[src/rtl/pkt_sched_pkg.sv]
// pkt_sched_pkg: shared types and constants for the packet descriptor scheduler.
package pkt_sched_pkg;
  typedef enum logic [1:0] {S_IDLE, S_ISSUE, S_WAIT, S_GAP} state_t;
  localparam logic [2:0] A_CTRL = 3'd0, A_BEGIN = 3'd1, A_END = 3'd2, A_STATUS = 3'd3, A_DONE = 3'd4, A_IRQ = 3'd5;
  localparam int ST_BUSY = 16, ST_OVF = 17, ST_BAD = 18;
  localparam logic [31:0] MAX_LEN = 32'h0000_FFFF;
  typedef struct packed {
    logic [31:0] begin_addr;
    logic [31:0] end_addr;
  } desc_t;
endpackage

[src/rtl/desc_fifo.sv]
// desc_fifo: synchronous descriptor FIFO with flush; head is read combinationally.
module desc_fifo
  import pkt_sched_pkg::*;
#(
  parameter int DEPTH = 8,
  localparam int LVL_W = $clog2(DEPTH) + 1,
  localparam int AW = $clog2(DEPTH)
) (
  input  logic             clk,
  input  logic             reset,
  input  logic             push,
  input  logic             pop,
  input  logic             flush,
  input  desc_t            din,
  output desc_t            dout,
  output logic [LVL_W-1:0] level,
  output logic             full,
  output logic             empty
);
  desc_t mem [DEPTH];
  logic [AW-1:0] wr_ptr, rd_ptr;
  logic push_ok, pop_ok;
  assign full    = level == LVL_W'(DEPTH);
  assign empty   = level == '0;
  assign push_ok = push && !full;
  assign pop_ok  = pop && !empty;
  assign dout    = mem[rd_ptr];
  always_ff @(posedge clk)
    if (push_ok && !flush) mem[wr_ptr] <= din;
  always_ff @(posedge clk) begin
    if (!reset || flush) begin
      wr_ptr <= '0;
      rd_ptr <= '0;
      level  <= '0;
    end else begin
      if (push_ok) wr_ptr <= wr_ptr + 1'b1;
      if (pop_ok) rd_ptr <= rd_ptr + 1'b1;
      level <= level + LVL_W'(push_ok) - LVL_W'(pop_ok);
    end
  end
endmodule

[src/rtl/pkt_desc_sched.sv]
// pkt_desc_sched: CSR-fed descriptor queue that sequences the packet read controller.
// Define PKT_SCHED_IRQ_EN to build the done-pending interrupt register and irq output.
module pkt_desc_sched
  import pkt_sched_pkg::*;
#(
  parameter int DEPTH = 8
) (
  input  logic        clk,
  input  logic        reset,
  input  logic [2:0]  csr_address,
  input  logic        csr_write,
  input  logic [31:0] csr_writedata,
  input  logic        csr_read,
  output logic [31:0] csr_readdata,
  output logic        rd_ctrl,
  output logic [31:0] control,
  output logic [31:0] pkt_begin,
  output logic [31:0] pkt_end,
  input  logic        rd_ctrl_rdy,
  output logic        irq
);
  localparam int LVL_W = $clog2(DEPTH) + 1;
  state_t state, nxt;
  desc_t head;
  logic [LVL_W-1:0] level;
  logic [31:0] ctrl, stage, done_cnt, status, rdata, irq_word;
  logic full, empty, busy, pop, push, flush, overflow, bad_desc, wr_end, inval, done;
  assign control = ctrl;
  assign wr_end  = csr_write && csr_address == A_END;
  assign flush   = csr_write && csr_address == A_CTRL && csr_writedata[1];
  assign inval   = csr_writedata <= stage || csr_writedata - stage > MAX_LEN;
  assign push    = wr_end && !inval && !full && !flush;
  assign pop     = state == S_IDLE && ctrl[0] && !empty;
  assign done    = state == S_WAIT && rd_ctrl_rdy;
  desc_fifo #(.DEPTH(DEPTH)) u_fifo (
    .clk(clk), .reset(reset), .push(push), .pop(pop), .flush(flush),
    .din('{begin_addr: stage, end_addr: csr_writedata}), .dout(head),
    .level(level), .full(full), .empty(empty)
  );
  always_ff @(posedge clk)
    state <= !reset ? S_IDLE : nxt;
  always_comb
    nxt = state == S_IDLE  ? (pop ? S_ISSUE : S_IDLE) :
          state == S_ISSUE ? S_WAIT :
          state == S_WAIT  ? (rd_ctrl_rdy ? S_GAP : S_WAIT) : S_IDLE;
  always_comb begin
    rd_ctrl = state == S_ISSUE;
    busy    = state != S_IDLE;
  end
  // Flush is a strobe, so bit1 never reads back as set.
  always_ff @(posedge clk) begin
    if (!reset) begin
      ctrl      <= '0;
      stage     <= '0;
      done_cnt  <= '0;
      overflow  <= 1'b0;
      bad_desc  <= 1'b0;
      pkt_begin <= '0;
      pkt_end   <= '0;
    end else begin
      if (csr_write && csr_address == A_CTRL) ctrl <= csr_writedata & ~32'h2;
      if (csr_write && csr_address == A_BEGIN) stage <= csr_writedata;
      if (done) done_cnt <= done_cnt + 1'b1;
      if (wr_end && !inval && full && !flush) overflow <= 1'b1;
      else if (csr_write && csr_address == A_STATUS && csr_writedata[ST_OVF]) overflow <= 1'b0;
      if (wr_end && inval) bad_desc <= 1'b1;
      else if (csr_write && csr_address == A_STATUS && csr_writedata[ST_BAD]) bad_desc <= 1'b0;
      if (pop) begin
        pkt_begin <= head.begin_addr;
        pkt_end   <= head.end_addr;
      end
    end
  end
`ifdef PKT_SCHED_IRQ_EN
  logic pend;
  // A completion in the same cycle as the W1C wins so no event is lost.
  always_ff @(posedge clk)
    pend <= !reset ? 1'b0 : done ? 1'b1 : (csr_write && csr_address == A_IRQ && csr_writedata[0]) ? 1'b0 : pend;
  assign irq      = pend && ctrl[2];
  assign irq_word = {31'b0, pend};
`else
  assign irq      = 1'b0;
  assign irq_word = '0;
`endif
  assign status = {13'b0, bad_desc, overflow, busy, 16'(level)};
  always_comb
    rdata = csr_address == A_CTRL   ? ctrl :
            csr_address == A_BEGIN  ? stage :
            csr_address == A_STATUS ? status :
            csr_address == A_DONE   ? done_cnt :
            csr_address == A_IRQ    ? irq_word : '0;
  always_ff @(posedge clk)
    if (!reset) csr_readdata <= '0;
    else if (csr_read) csr_readdata <= rdata;
endmodule

[config.mk]
export PLATFORM = sky130hd
export DESIGN_NAME = pkt_desc_sched
export DESIGN_NICKNAME = d
export VERILOG_FILES = /design/src/rtl/pkt_sched_pkg.sv /design/src/rtl/desc_fifo.sv /design/src/rtl/pkt_desc_sched.sv
export SDC_FILE = /design/constraint.sdc
export NUM_CORES = 1
export LEC_CHECK = 0
export BUFFER_PORTS_ARGS = -buffer_cell sky130_fd_sc_hd__buf_2
export CORE_ASPECT_RATIO = 0.75
export CORE_MARGIN = 8
export CORE_UTILIZATION = 44
export DETAILED_ROUTE_END_ITERATION = 8
export PLACE_DENSITY = 0.58
export RECOVER_POWER = 50
export SYNTH_ARGS = -nofsm -noshare
export SYNTH_HDL_FRONTEND = slang
export SYNTH_HIERARCHICAL = 1
export SYNTH_SLANG_ARGS = --single-unit
[constraint.sdc]
create_clock -name clk -period 10.7 [get_ports clk]
set_input_delay 0.535 -clock clk [delete_from_list [all_inputs] [get_ports clk]]
set_output_delay 0.535 -clock clk [all_outputs]
set_load 0.05 [all_outputs]
Yosys cells after proc, flatten, opt, wreduce, memory -nomap -nowiden
Memories as Yosys holds them, arrays and structs flattened. A register that Yosys moved wholly into a read port is not among the register bits.
Cells that the tools add are included.
{"block": "op_classes", "add_sub_neg": 6, "eq_ne": 7, "shifts": 0, "order_cmp": 2, "n_mux": 15, "n_reduce_logical": 33, "n_div": 0, "mul": 0, "bitwise_logic": 0}
{"operator": "32-bit two-way mux", "n": 4}
{"operator": "32-bit by 1-bit adder with 32-bit output (second input constant)", "n": 1}
{"operator": "32-bit by 16-bit greater-than comparator with 1-bit output (second input constant)", "n": 1}
{"operator": "32-bit less-or-equal comparator", "n": 1}
{"operator": "32-bit subtractor", "n": 1}
{"operator": "1-bit logical AND", "n": 19}
{"operator": "1-bit two-way mux", "n": 8}
{"operator": "3-bit by 1-bit adder with 3-bit output (second input constant)", "n": 2}
{"operator": "3-bit by 2-bit == test with 1-bit output (second input constant)", "n": 2}
{"operator": "1-bit zero test", "n": 6}
{"operator": "2-bit two-way mux", "n": 3}
{"operator": "2-bit nonzero test", "n": 3}
{"operator": "4-bit by 1-bit adder with 4-bit output", "n": 1}
{"operator": "4-bit == test (second input constant)", "n": 1}
{"operator": "4-bit zero test", "n": 1}
{"operator": "4-bit by 1-bit subtractor with 4-bit output", "n": 1}
{"operator": "3-bit by 1-bit == test with 1-bit output (second input constant)", "n": 1}
{"operator": "3-bit == test (second input constant)", "n": 1}
{"operator": "3-bit zero test", "n": 1}
{"operator": "2-bit by 1-bit == test with 1-bit output (second input constant)", "n": 1}
{"operator": "2-bit == test (second input constant)", "n": 1}
{"operator": "2-bit zero test", "n": 1}
{"operator": "1-bit logical OR", "n": 2}
{"block": "word_totals", "ff_bits": 141, "latch_bits": 0, "n_memories": 1, "romBits": 0, "ram_bits": 512, "in_bits": 40, "out_inout_bits": 130, "elab_cells": 74}
{"memory": "u_fifo.mem", "words": 8, "width": 64, "rd": 1, "rd_ports_with_merged_regs": 1, "wr": 1, "line_no": "desc_fifo.sv:20", "source": "desc_t mem [DEPTH];"}

Depth between registers and ports, before layout
Gate-level depths: netlist of the first run.
{"block": "logic_depth", "ltp_word": 11, "mapped_depth": 21}

Hierarchy
The synthesis of the first run kept the hierarchy.
{"module": "desc_fifo", "instances": 1, "seq_area_each_um2": 15635.0, "cells_per_inst": 824, "area_each_um2": 19912.8}
{"module": "pkt_desc_sched", "instances": 1, "seq_area_each_um2": 3903.7, "cells_per_inst": 1268, "area_each_um2": 9547.9}

Worst setup path after synthesis of the first run
Ideal clock, no wire load.
{"block": "synth_timing", "path_kind": "input port to flip-flop", "start": "input port csr_writedata[0]", "end": "memory u_fifo/mem[2][0] in the netlist's numbering (enable)", "stages": 15, "t_arrival_ps": 7347, "path_slack_ps": 2788, "cell_sequence": "inv_1 ha_1 inv_1 fa_1 a211oi_2 o21ai_0 nand3_1 nand3_1 a21oi_1 mux2i_1 nor4_1 and4b_1 and4b_1 nand2_1 nor3_1"}
{"block": "synth_via", "elab_chain_len": 11, "word_cells_on_any_way": 12, "classes_between": "add/sub: 1; order compare: 2; mux: 2; reduce/logical: 7"}
{"item": "start: declaration", "line_no": "pkt_desc_sched.sv:12", "source": "input logic [31:0] csr_writedata,"}
{"item": "32-bit subtractor", "line_no": "pkt_desc_sched.sv:31", "source": "assign inval = csr_writedata <= stage || csr_writedata - stage > MAX_LEN;"}
{"item": "32-bit by 16-bit greater-than comparator with 1-bit output", "line_no": "pkt_desc_sched.sv:31"}
{"item": "1-bit logical OR *", "line_no": "pkt_desc_sched.sv:31"}
{"item": "1-bit zero test *", "line_no": "pkt_desc_sched.sv:32", "source": "assign push = wr_end && !inval && !full && !flush;"}
{"item": "1-bit logical AND * (3 in series)", "line_no": "pkt_desc_sched.sv:32"}
{"item": "via push", "line_no": "pkt_desc_sched.sv:27", "source": "logic full, empty, busy, pop, push, flush, overflow, bad_desc, wr_end, inval, done;"}
{"item": "1-bit logical AND *", "line_no": "desc_fifo.sv:25", "source": "assign push_ok = push && !full;"}
{"item": "1-bit logical AND *", "line_no": "desc_fifo.sv:29", "source": "if (push_ok && !flush) mem[wr_ptr] <= din;"}
{"item": "1-bit two-way mux *", "line_no": "desc_fifo.sv:29"}
{"item": "1-bit two-way mux (not written as such) *", "line_no": "desc_fifo.sv:29"}
{"item": "end: declaration", "line_no": "desc_fifo.sv:20"}
The timed path passes the listed nets; every way through them passes the cells marked *.

Worst setup path after layout of the first run
{"block": "layout_timing", "start": "input port reset", "end": "register csr_readdata[1]"}
{"item": "start: declaration", "line_no": "pkt_desc_sched.sv:9", "source": "input logic reset,"}
{"item": "end signal: assignment", "line_no": "pkt_desc_sched.sv:94", "source": "else if (csr_read) csr_readdata <= rdata;"}
{"item": "end: declaration", "line_no": "pkt_desc_sched.sv:14", "source": "output logic [31:0] csr_readdata,"}
No word-level cell between the ends.

==> out/results.txt, run 1 <==
First-pass GRT wire length -> 117000 µm
Drt first-iter violations -> 1629
WL final -> 78600 µm
Worst VDD drop -> 0.116 mV
Via-to-Cell Ratio -> 5.68
Die width -> 315 µm
Failing checks -> capacitance limit, slew limit
Pin count of the biggest net entering global routing -> 103
Clock latency on the worst-skew pair -> 620 ps
Postcts setup bufs -> 0
Crit share post-route -> 70.3%
Post-DP Area -> 31100 µm²
Unrepaired setup endpoints after global routing -> false
Die Footprint -> 75600 µm²
# setup viols final -> 0
Gr ovfl total -> 0
Worst Hold Class -> input port to register
Worst Reg-to-Reg Cells -> 14
EDFF count, synth -> 512
DR vias -> 18100
Setup crit end kind -> register
PortBufs -> 167
Pin slew with the least headroom to its limit -> 3730 ps
IO Count -> 170
Multi-input logic area -> 9200 µm²
CTS Buffer Depth -> 3
Clk sinks -> 720
Layout cell share with drive strength beyond 1 -> 15.6%
Fin Setup TNS -> 0 ps
Root Driver -> clkbuf_16
WP data required -> 11160 ps
Cell variety after synth -> 62
Pwr Density -> 173 nW/µm²
Site Rows -> 82
Sequential share of the synthesized area -> 66.3%
Crit Path Category -> input port to register
Outcome -> complete, but fails checks
GRT Overall Usage -> 20.6%
Predominant post-synthesis flop cell -> edfxtp_1
Cts hold-fix bufs -> 0
Yosys reg bits -> 720
Syn Inst Count -> 2092
CP max FO -> 95
Final Hold Violating Endpoints -> 0
Register area -> 19600 µm²
Most common cell after layout, fill and taps aside -> edfxtp_1
H-Tree Depth -> 3
Clk slew on worst S/H paths -> 60 ps
Startpoint class of the critical path -> input port
Syn_area_per_cell -> 14.1 µm²
Core Box Area -> 66500 µm²
Hold path depth -> 4
DRC -> 0
Avg WL per Cell -> 24.7 µm
GPL Wtd Cong -> 0.885
Design area -> 33300 µm²
Nets -> 2326
Die H -> 240 µm
Slew Limit Headroom -> -149%
P_leak -> 0.0102 µW
HPWL Detailed -> 48800 µm
# fillers -> 5715
Max cap viols -> 4
Post-cts sizing count -> 0
Worst Skew -> 32.8 ps
Crit path time final -> 7520 ps
Fmax -> 133 MHz
Most frequent cells in the layout -> 512 x edfxtp_1, 313 x nand2_1, 232 x a21oi_1, 205 x dfxtp_1, 185 x clkbuf_1
Initial antenna violation count -> 1
Antenna Violating Nets Remaining -> 0
Vias in the first global route -> 18100
Max-slew violation count -> 247
Async set-or-reset flop fraction in the synthesized netlist -> 0%
Synth Warn # -> 6
CTS tree -> built
CTS Buf Count -> 74
Synthesis-to-layout area growth -> 13.0%
Initial Utilization -> 44.3%
Synth Cell Area -> 29500 µm²
DRT Pass-1 Iters -> 5
Worst Path Arrival -> 7980 ps
-- worst max-delay path, stage by stage --
cell	delay, ps
clkbuf_1	90
clkbuf_1	1240
clkinvlp_2	3460
clkbuf_1	1980
a211oi_1	640
-- stage by stage --
step	hold slack, ps	std cells	power, µW	util, %	worst slack [ps]
after floorplan	452	2093	3190	-	2790
after global placement	438	3047	3280	46.8	5080
after detailed placement	445	3047	3280	46.8	4960
after CTS	249	3184	5820	50.4	5100
after global routing	406	3185	5940	50.1	2500
final	365	3185	5770	50.1	3180
-- layer usage --
layer	share of wire, %	wire (µm)	vias up	track usage [%]
met5	0	0	-	0
met4	2.4	1880	0	5.59
met3	7.5	5930	99	4.61
met2	44	34500	603	30.6
met1	46	36300	9239	30.3
li1	-	-	8134	-
-- power by group --
| group | switching [µW] | leakage, µW | internal, µW |
|---|---|---|---|
| clock | 1070 | 0.00117 | 1480 |
| sequential | 15.7 | 0.00612 | 2980 |
| combinational | 171 | 0.00294 | 56.2 |
-- final timing paths --
path                      start               end  slack (ps)
setup reg to reg      stage[11]  u_fifo/mem[5][3]        5070
setup / recovery          reset   csr_readdata[1]        3180
hold / removal      rd_ctrl_rdy       done_cnt[1]         360
hold reg to reg   pkt_begin[25]     pkt_begin[25]         450
-- logic make-up (layout without fill, tap and decap cells) --
| group | after synthesis | in the layout | share of synthesized area, % |
|---|---|---|---|
| xor+xnor | 32 | 32 | 0.951 |
| flops | 720 | 720 | 66.3 |
| mux | 209 | 209 | 12.8 |
| other cells | 1 | 3 | 0.0127 |
| fa+ha+maj | 45 | 45 | 1.96 |
| compound gates | 379 | 379 | 7.55 |
| buf+inv | 179 | 388 | 2.66 |
| simple gates | 527 | 527 | 7.73 |
-- flip-flops by register name, summed over array words and instances, names as in the netlist, 2 cells and up, named ones only --
name,cells
pkt_begin,32
csr_readdata,32
pkt_end,32
control,31
u_fifo/rd_ptr,3
u_fifo/mem,512
u_fifo/level,4
state,2
u_fifo/wr_ptr,3
done_cnt,32
stage,32
-- synthesized netlist by cell type (8+ instances only) --
cell | number | area [µm²]
edfxtp_1 | 512 | 15400
nand2_1 | 313 | 1170
a21oi_1 | 232 | 1160
dfxtp_1 | 208 | 4160
mux4_2 | 128 | 2880
nor2_1 | 95 | 357
clkbuf_1 | 82 | 308
mux2_2 | 64 | 721
inv_1 | 58 | 218
ha_1 | 43 | 538
o21ai_0 | 35 | 175
nand3_1 | 27 | 135
o21a_1 | 25 | 188
o221ai_1 | 21 | 184
xor2_1 | 18 | 158
buf_1 | 17 | 63.8
mux2i_1 | 17 | 170
or3_1 | 15 | 93.8
xnor2_1 | 14 | 123
nand4_1 | 13 | 81.3
buf_6 | 12 | 135
o211ai_1 | 12 | 90.1
and3_1 | 11 | 68.8
nor3_1 | 10 | 50.1
and2_1 | 9 | 56.3
a211oi_1 | 8 | 60.1
a31oi_1 | 8 | 50.1
-- cell type report --
class	instances	share of cell area (%)
flip-flops and latches	720	58.7
multi-input cells	1194	27.6
clock buffers	104	6.20
well taps	882	3.31
repair buffers	192	2.47
clock inverters	33	1.00
inverters	59	0.669
diodes	1	0.00751
Note: power is estimated with default switching activity, not from simulation.
==> inputs of run 2 (changes only) <==
--- a/config.mk
+++ b/config.mk
@@ -10,7 +10,7 @@
 export CORE_MARGIN = 8
 export CORE_UTILIZATION = 44
 export DETAILED_ROUTE_END_ITERATION = 8
-export PLACE_DENSITY = 0.58
+export PLACE_DENSITY = 0.6
 export RECOVER_POWER = 50
 export SYNTH_ARGS = -nofsm -noshare
 export SYNTH_HDL_FRONTEND = slang
==> constraint.sdc (replaced) <==
create_clock -name clk -period 6.8 [get_ports clk]
set_input_delay 0.34 -clock clk [delete_from_list [all_inputs] [get_ports clk]]
set_output_delay 0.34 -clock clk [all_outputs]
set_load 0.05 [all_outputs]
==> out/results.txt, run 2 (synthesis results as in run 1) <==
Outcome -> complete, but fails checks
Failing checks -> capacitance limit, slew limit
CP max FO -> 56 (-41%)
Core Box Area -> 66500 µm² (unchanged)
Most common cell after layout, fill and taps aside -> edfxtp_1
Fmax -> 187 MHz
Clk slew on worst S/H paths -> 70 ps (about the same)
Worst Path Arrival -> 5580 ps (-2400 ps)
Biggest register -> u_fifo/mem
DRC -> 0 (unchanged)
Antenna fix cells -> 0 (-1)
CTS Buffer Depth -> 3 (unchanged)
Crit share post-route -> 78.5%
Die H -> 240 µm (unchanged)
Initial antenna violation count -> 0 (-1)
H-Tree Depth -> 3 (unchanged)
Slew Limit Headroom -> -44.5% (+100 points)
Crit Path Category -> register to register
Largest register FFs -> 512 (unchanged)
Drt first-iter violations -> 1641 (+0.74%)
Critical-path cell with the highest stage delay -> nor3_2
WL final -> 78200 µm (-0.52%)
Unrepaired setup endpoints after global routing -> false
P_leak -> 0.0102 µW (-0.33%)
Synthesis-to-layout area growth -> 13.6%
Cts hold-fix bufs -> 0 (unchanged)
Worst VDD drop -> 0.180 mV (+55%)
Max cap viols -> 1 (-3)
Via-to-Cell Ratio -> 5.68 (about the same)
First-pass GRT wire length -> 116000 µm (-1.0%)
Most frequent cells in the layout -> 512 x edfxtp_1, 313 x nand2_1, 232 x a21oi_1, 205 x dfxtp_1, 173 x clkbuf_1
Die Footprint -> 75600 µm² (unchanged)
Worst path max stage delay -> 770 ps (-2690 ps)
Avg WL per Cell -> 24.6 µm (-0.30%)
GPL Wtd Cong -> 0.888 (+0.30%)
Worst Hold Class -> input port to register
Antenna Violating Nets Remaining -> 0 (unchanged)
Vias in the first global route -> 18100 (-0.28%)
WHS Endpoint -> done_cnt[1]
Final cell count without fillers -> 3178 (-0.22%)
Max-slew violation count -> 32 (-87%)
Initial Utilization -> 44.3% (unchanged)
Hold_ws -> 174 ps (-190 ps)
Pwr Density -> 276 nW/µm² (+59%)
PortBufs -> 167 (unchanged)
Crit path time final -> 5340 ps
# fillers -> 5687 (-0.49%)
Worst-path cell chain -> inv_1 > ha_1 > nand3_1 > nor3_2 > nand3_1 > nand3_1 > a21oi_1 > mux2i_1 > nor4_1 > and4b_1 > and4b_1 > nand2_1 > nor3_2 > buf_12
IO Count -> 170 (unchanged)
Postcts setup bufs -> 0 (unchanged)
HPWL Detailed -> 49200 µm (+0.67%)
Worst reg-to-reg setup slack -> 1460 ps (-3610 ps)
Most frequent cell on the critical path -> nand3_1
Worst Reg-to-Reg Cells -> 14 (unchanged)
Hold path depth -> 4 (unchanged)
Post-cts sizing count -> 0 (unchanged)
Root Driver -> clkbuf_16
Hold_sp -> rd_ctrl_rdy
Worst Skew -> 31.0 ps (-1.88 ps)
Inst Count DP -> 3045 (-0.066%)
DR vias -> 18100 (-0.14%)
Pin slew with the least headroom to its limit -> 2170 ps (-1570 ps)
Clock latency on the worst-skew pair -> 620 ps (about the same)
R2r startpoint -> stage[13]
Clk sinks -> 720 (unchanged)
Gr ovfl total -> 0 (unchanged)
# setup viols final -> 0 (unchanged)
WP data required -> 7040 ps (-4120 ps)
CTS tree -> built
DRT Pass-1 Iters -> 7 (+2)
Layout cell share with drive strength beyond 1 -> 15.9% (+0.26 points)
Setup crit end kind -> register
Final Hold Violating Endpoints -> 0 (unchanged)
Site Rows -> 82 (unchanged)
Die width -> 315 µm (unchanged)
Startpoint class of the critical path -> register
Pin count of the biggest net entering global routing -> 112 (+8.7%)
GRT Overall Usage -> 20.4% (-0.14 points)
RR Endpoint -> u_fifo/mem[0][1]
CTS Buf Count -> 72 (-2.7%)
Nets -> 2322 (-0.17%)
## run 2: worst max-delay path by stage
stage	from	to	slack [ps]	cells after the start
after floorplan	stage[0]	u_fifo/mem[2][0]	-1010	14
after global placement	csr_writedata[0]	u_fifo/mem[2][36]	1660	17
after detailed placement	stage[13]	u_fifo/mem[2][36]	1630	14
final	stage[13]	u_fifo/mem[0][1]	1460	14
after global routing	stage[14]	u_fifo/mem[1][36]	1240	14
after CTS	stage[13]	u_fifo/mem[1][38]	1560	14
## run 2: metrics by stage
stage	setup TNS (ps)	worst slack, ps	total power, µW	area (µm²)	utilization [%]
4_1_cts	0	1560	9310	33700	50.7
6_report	0	1460	9240	33500	50.4
3_3_place_gp	0	1660	5170	31200	46.9
3_5_place_dp	0	1630	5170	31200	46.9
5_1_grt	0	1240	9510	33500	50.4
2_1_floorplan	-258600	-1010	5020	29500	-
## run 2: report_power, final
part	switching [µW]	internal [µW]
Sequential	24.2	4690
Clock	1690	2470
Combinational	274	87.7
Total	1990	7250
## run 2: area by class of cell
cell class | instances | area, µm² | area share (%)
clock inverter | 42 | 523 | 1.56
sequential | 720 | 19600 | 58.4
tap | 882 | 1100 | 3.30
timing repair buffer | 190 | 891 | 2.66
clock buffer | 91 | 1990 | 5.93
inverter | 59 | 226 | 0.676
multi-input combinational | 1194 | 9200 | 27.5
## run 2: critical path: cells and delay by family, from the launching register on
family          cells  cell delay [ps]
fa+ha+maj           1              400
compound gates      1              100
flops               1              650
simple gates        9             3010
mux                 1              130
buf+inv             2              580
## run 2: per-layer routing
layer	vias up	GRT usage (%)	wire length [µm]
met5	-	0	0
met4	0	3.87	1330
met3	86	3.55	4330
met2	519	31.5	35300
met1	9331	30.5	37200
li1	8114	-	-
==> inputs of run 3 (changes only) <==
--- a/config.mk
+++ b/config.mk
@@ -10,7 +10,7 @@
 export CORE_MARGIN = 8
 export CORE_UTILIZATION = 44
 export DETAILED_ROUTE_END_ITERATION = 8
-export PLACE_DENSITY = 0.6
+export PLACE_DENSITY = 0.58
 export RECOVER_POWER = 50
 export SYNTH_ARGS = -nofsm -noshare
 export SYNTH_HDL_FRONTEND = slang
==> constraint.sdc (replaced) <==
create_clock -name clk -period 4.91 [get_ports clk]
set_input_delay 0.2455 -clock clk [delete_from_list [all_inputs] [get_ports clk]]
set_output_delay 0.2455 -clock clk [all_outputs]
set_load 0.05 [all_outputs]
==> out/results.txt, run 3 (synthesis results as in run 1) <==
Worst Path Arrival -> 4870 ps (-710 ps)
IO Count -> 170 (unchanged)
CP max FO -> 10 (-82%)
Worst Hold Class -> input port to register
Initial antenna violation count -> 3 (+3)
Worst-path cell chain -> inv_1 > ha_1 > nand2_1 > or3_1 > a21oi_2 > o211ai_1 > a21oi_2 > a31oi_1 > xnor2_1 > nor3_1 > and4b_1 > and4b_1 > nand3_1 > nor2_4 > buf_4
Largest register FFs -> 512 (unchanged)
Pin count of the biggest net entering global routing -> 89 (-21%)
Vias in the first global route -> 18800 (+4.0%)
Crit Path Category -> register to register
Failing checks -> capacitance limit, slew limit
Antenna Violating Nets Remaining -> 0 (unchanged)
Worst VDD drop -> 0.258 mV (+43%)
Worst Skew -> 26.4 ps (-4.53 ps)
PortBufs -> 167 (unchanged)
Post-DP Area -> 31700 µm² (+1.6%)
Critical-path cell with the highest stage delay -> nor2_4
Most frequent cells in the layout -> 512 x edfxtp_1, 313 x nand2_1, 232 x a21oi_1, 214 x clkbuf_1, 205 x dfxtp_1
H-Tree Depth -> 3 (unchanged)
P_leak -> 0.0104 µW (+2.0%)
Pin slew with the least headroom to its limit -> 2230 ps (+64.3 ps)
Antenna fix cells -> 0 (unchanged)
Slew Limit Headroom -> -48.7% (-4.3 points)
WP data required -> 5210 ps (-1830 ps)
Worst reg-to-reg setup slack -> 350 ps (-1120 ps)
Crit path time final -> 4560 ps (-773 ps)
CTS Buffer Depth -> 3 (unchanged)
Startpoint class of the critical path -> register
GRT Overall Usage -> 21.6% (+1.2 points)
Die Footprint -> 75600 µm² (unchanged)
Number of cells on the critical path -> 15 (+1)
Biggest register -> u_fifo/mem
CTS tree -> built
Unrepaired setup endpoints after global routing -> false
CTS Buf Count -> 74 (+2.8%)
Top layer used by detailed routing -> met5
Routed wl met3 -> 5760 µm (+33%)
Worst path max stage delay -> 550 ps (-220 ps)
Worst Reg-to-Reg Cells -> 15 (+1)
Fmax -> 219 MHz (+17%)
Core Box Area -> 66500 µm² (unchanged)
Clk slew on worst S/H paths -> 60 ps (about the same)
Site Rows -> 82 (unchanged)
Die width -> 315 µm (unchanged)
Clk sinks -> 720 (unchanged)
Setup crit end kind -> register
Gr ovfl total -> 0 (unchanged)
Avg WL per Cell -> 25.4 µm (+3.1%)
RR Endpoint -> u_fifo/mem[6][23]
Drt first-iter violations -> 1816 (+11%)
DR vias -> 18400 (+2.0%)
Via-to-Cell Ratio -> 5.70 (+0.28%)
Clock latency on the worst-skew pair -> 620 ps (about the same)
WL final -> 82100 µm (+4.9%)
CP endpoint -> u_fifo/mem[6][23]
HPWL Detailed -> 53900 µm (+9.6%)
Max-slew violation count -> 32 (unchanged)
Critical path buffer and inverter count -> 2 (unchanged)
Synthesis-to-layout area growth -> 14.6%
# setup viols final -> 0 (unchanged)
Initial Utilization -> 44.3% (unchanged)
CP startpoint -> stage[7]
Root Driver -> clkbuf_16
Metal-1 WL -> 37400 µm (+0.48%)
Hold_sp -> rd_ctrl_rdy
Top delay family on crit path -> simple AND/OR/NAND/NOR gates
Max cap viols -> 1 (unchanged)
Design area -> 33800 µm² (+0.85%)
Nets -> 2379 (+2.5%)
Crit share post-route -> 92.9% (+14 points)
GPL Wtd Cong -> 0.933 (+5.1%)
Met2 WL -> 36500 µm (+3.3%)
DRC -> 0 (unchanged)
Outcome -> complete, but fails checks
R2r startpoint -> stage[7]
Fin Setup TNS -> 0 ps (unchanged)
Pwr Density -> 373 nW/µm² (+35%)
Layout cell share with drive strength beyond 1 -> 16.2% (+0.30 points)
First-pass GRT wire length -> 122000 µm (+4.9%)
Final Hold Violating Endpoints -> 0 (unchanged)
Most common cell after layout, fill and taps aside -> edfxtp_1
DRT Pass-1 Iters -> 5 (-2)
Die H -> 240 µm (unchanged)
## run 3: changes by cell type in the layout (fill, tap and decap cells not counted), sizes merged, moves of 4 or more
cell      delta
buf         +19
bufinv       -7
clkbuf      +48
clkinv       -6
clkinvlp     -4
## run 3: layer usage
layer	track usage [%]	vias up
met4	6.43	2
met5	0	-
met3	5.27	113
li1	-	8255
met2	32.9	613
met1	30.6	9437
## run 3: area by class of cell
| type | instances | area, µm² |
|---|---|---|
| clock buffer | 106 | 2160 |
| multi-input combinational | 1194 | 9230 |
| sequential | 720 | 19600 |
| inverter | 59 | 226 |
| fill | 5757 | 32700 |
| clock inverter | 28 | 238 |
| timing repair buffer | 245 | 1260 |
| tap | 882 | 1100 |
## run 3: power by group
part,switching (µW),internal (µW)
clock,2320,3230
sequential,23.2,6490
combinational,406,129
total,2750,9850
## run 3: worst min path at each step
stage / cells after the start / slack [ps] / end
2_1_floorplan: 0 / 340 / u_fifo/mem[0][0]
3_3_place_gp: 2 / 440 / pkt_end[22]
3_5_place_dp: 2 / 450 / pkt_begin[19]
4_1_cts: 3 / 3 / stage[26]
5_1_grt: 4 / 90 / done_cnt[1]
6_report: 4 / 80 / done_cnt[1]
## run 3: stage by stage
stage	total power (µW)	cells	util (%)	setup WS, ps	hold WS (ps)
floorplan	6960	2093	-	-941	344
global placement	7190	3097	47.6	438	440
detailed placement	7190	3097	47.6	374	445
CTS	12700	3234	51.3	335	2.73
global route	13000	3234	50.8	65.0	93.8
finish	12600	3234	50.8	347	83.4
## run 3: what timing repair did
action,4_1_cts,5_1_grt
endpoints found under the hold margin,22,0
hold buffers,3,0
setup endpoints to repair,0,1
buffers inserted,0,0
resized for setup,0,1
## run 3: tightest hold or removal path, cell delays in order
cell     delay (ps)
buf_2           100
nand2_1         140
nand2_1         100
a21oi_1          50
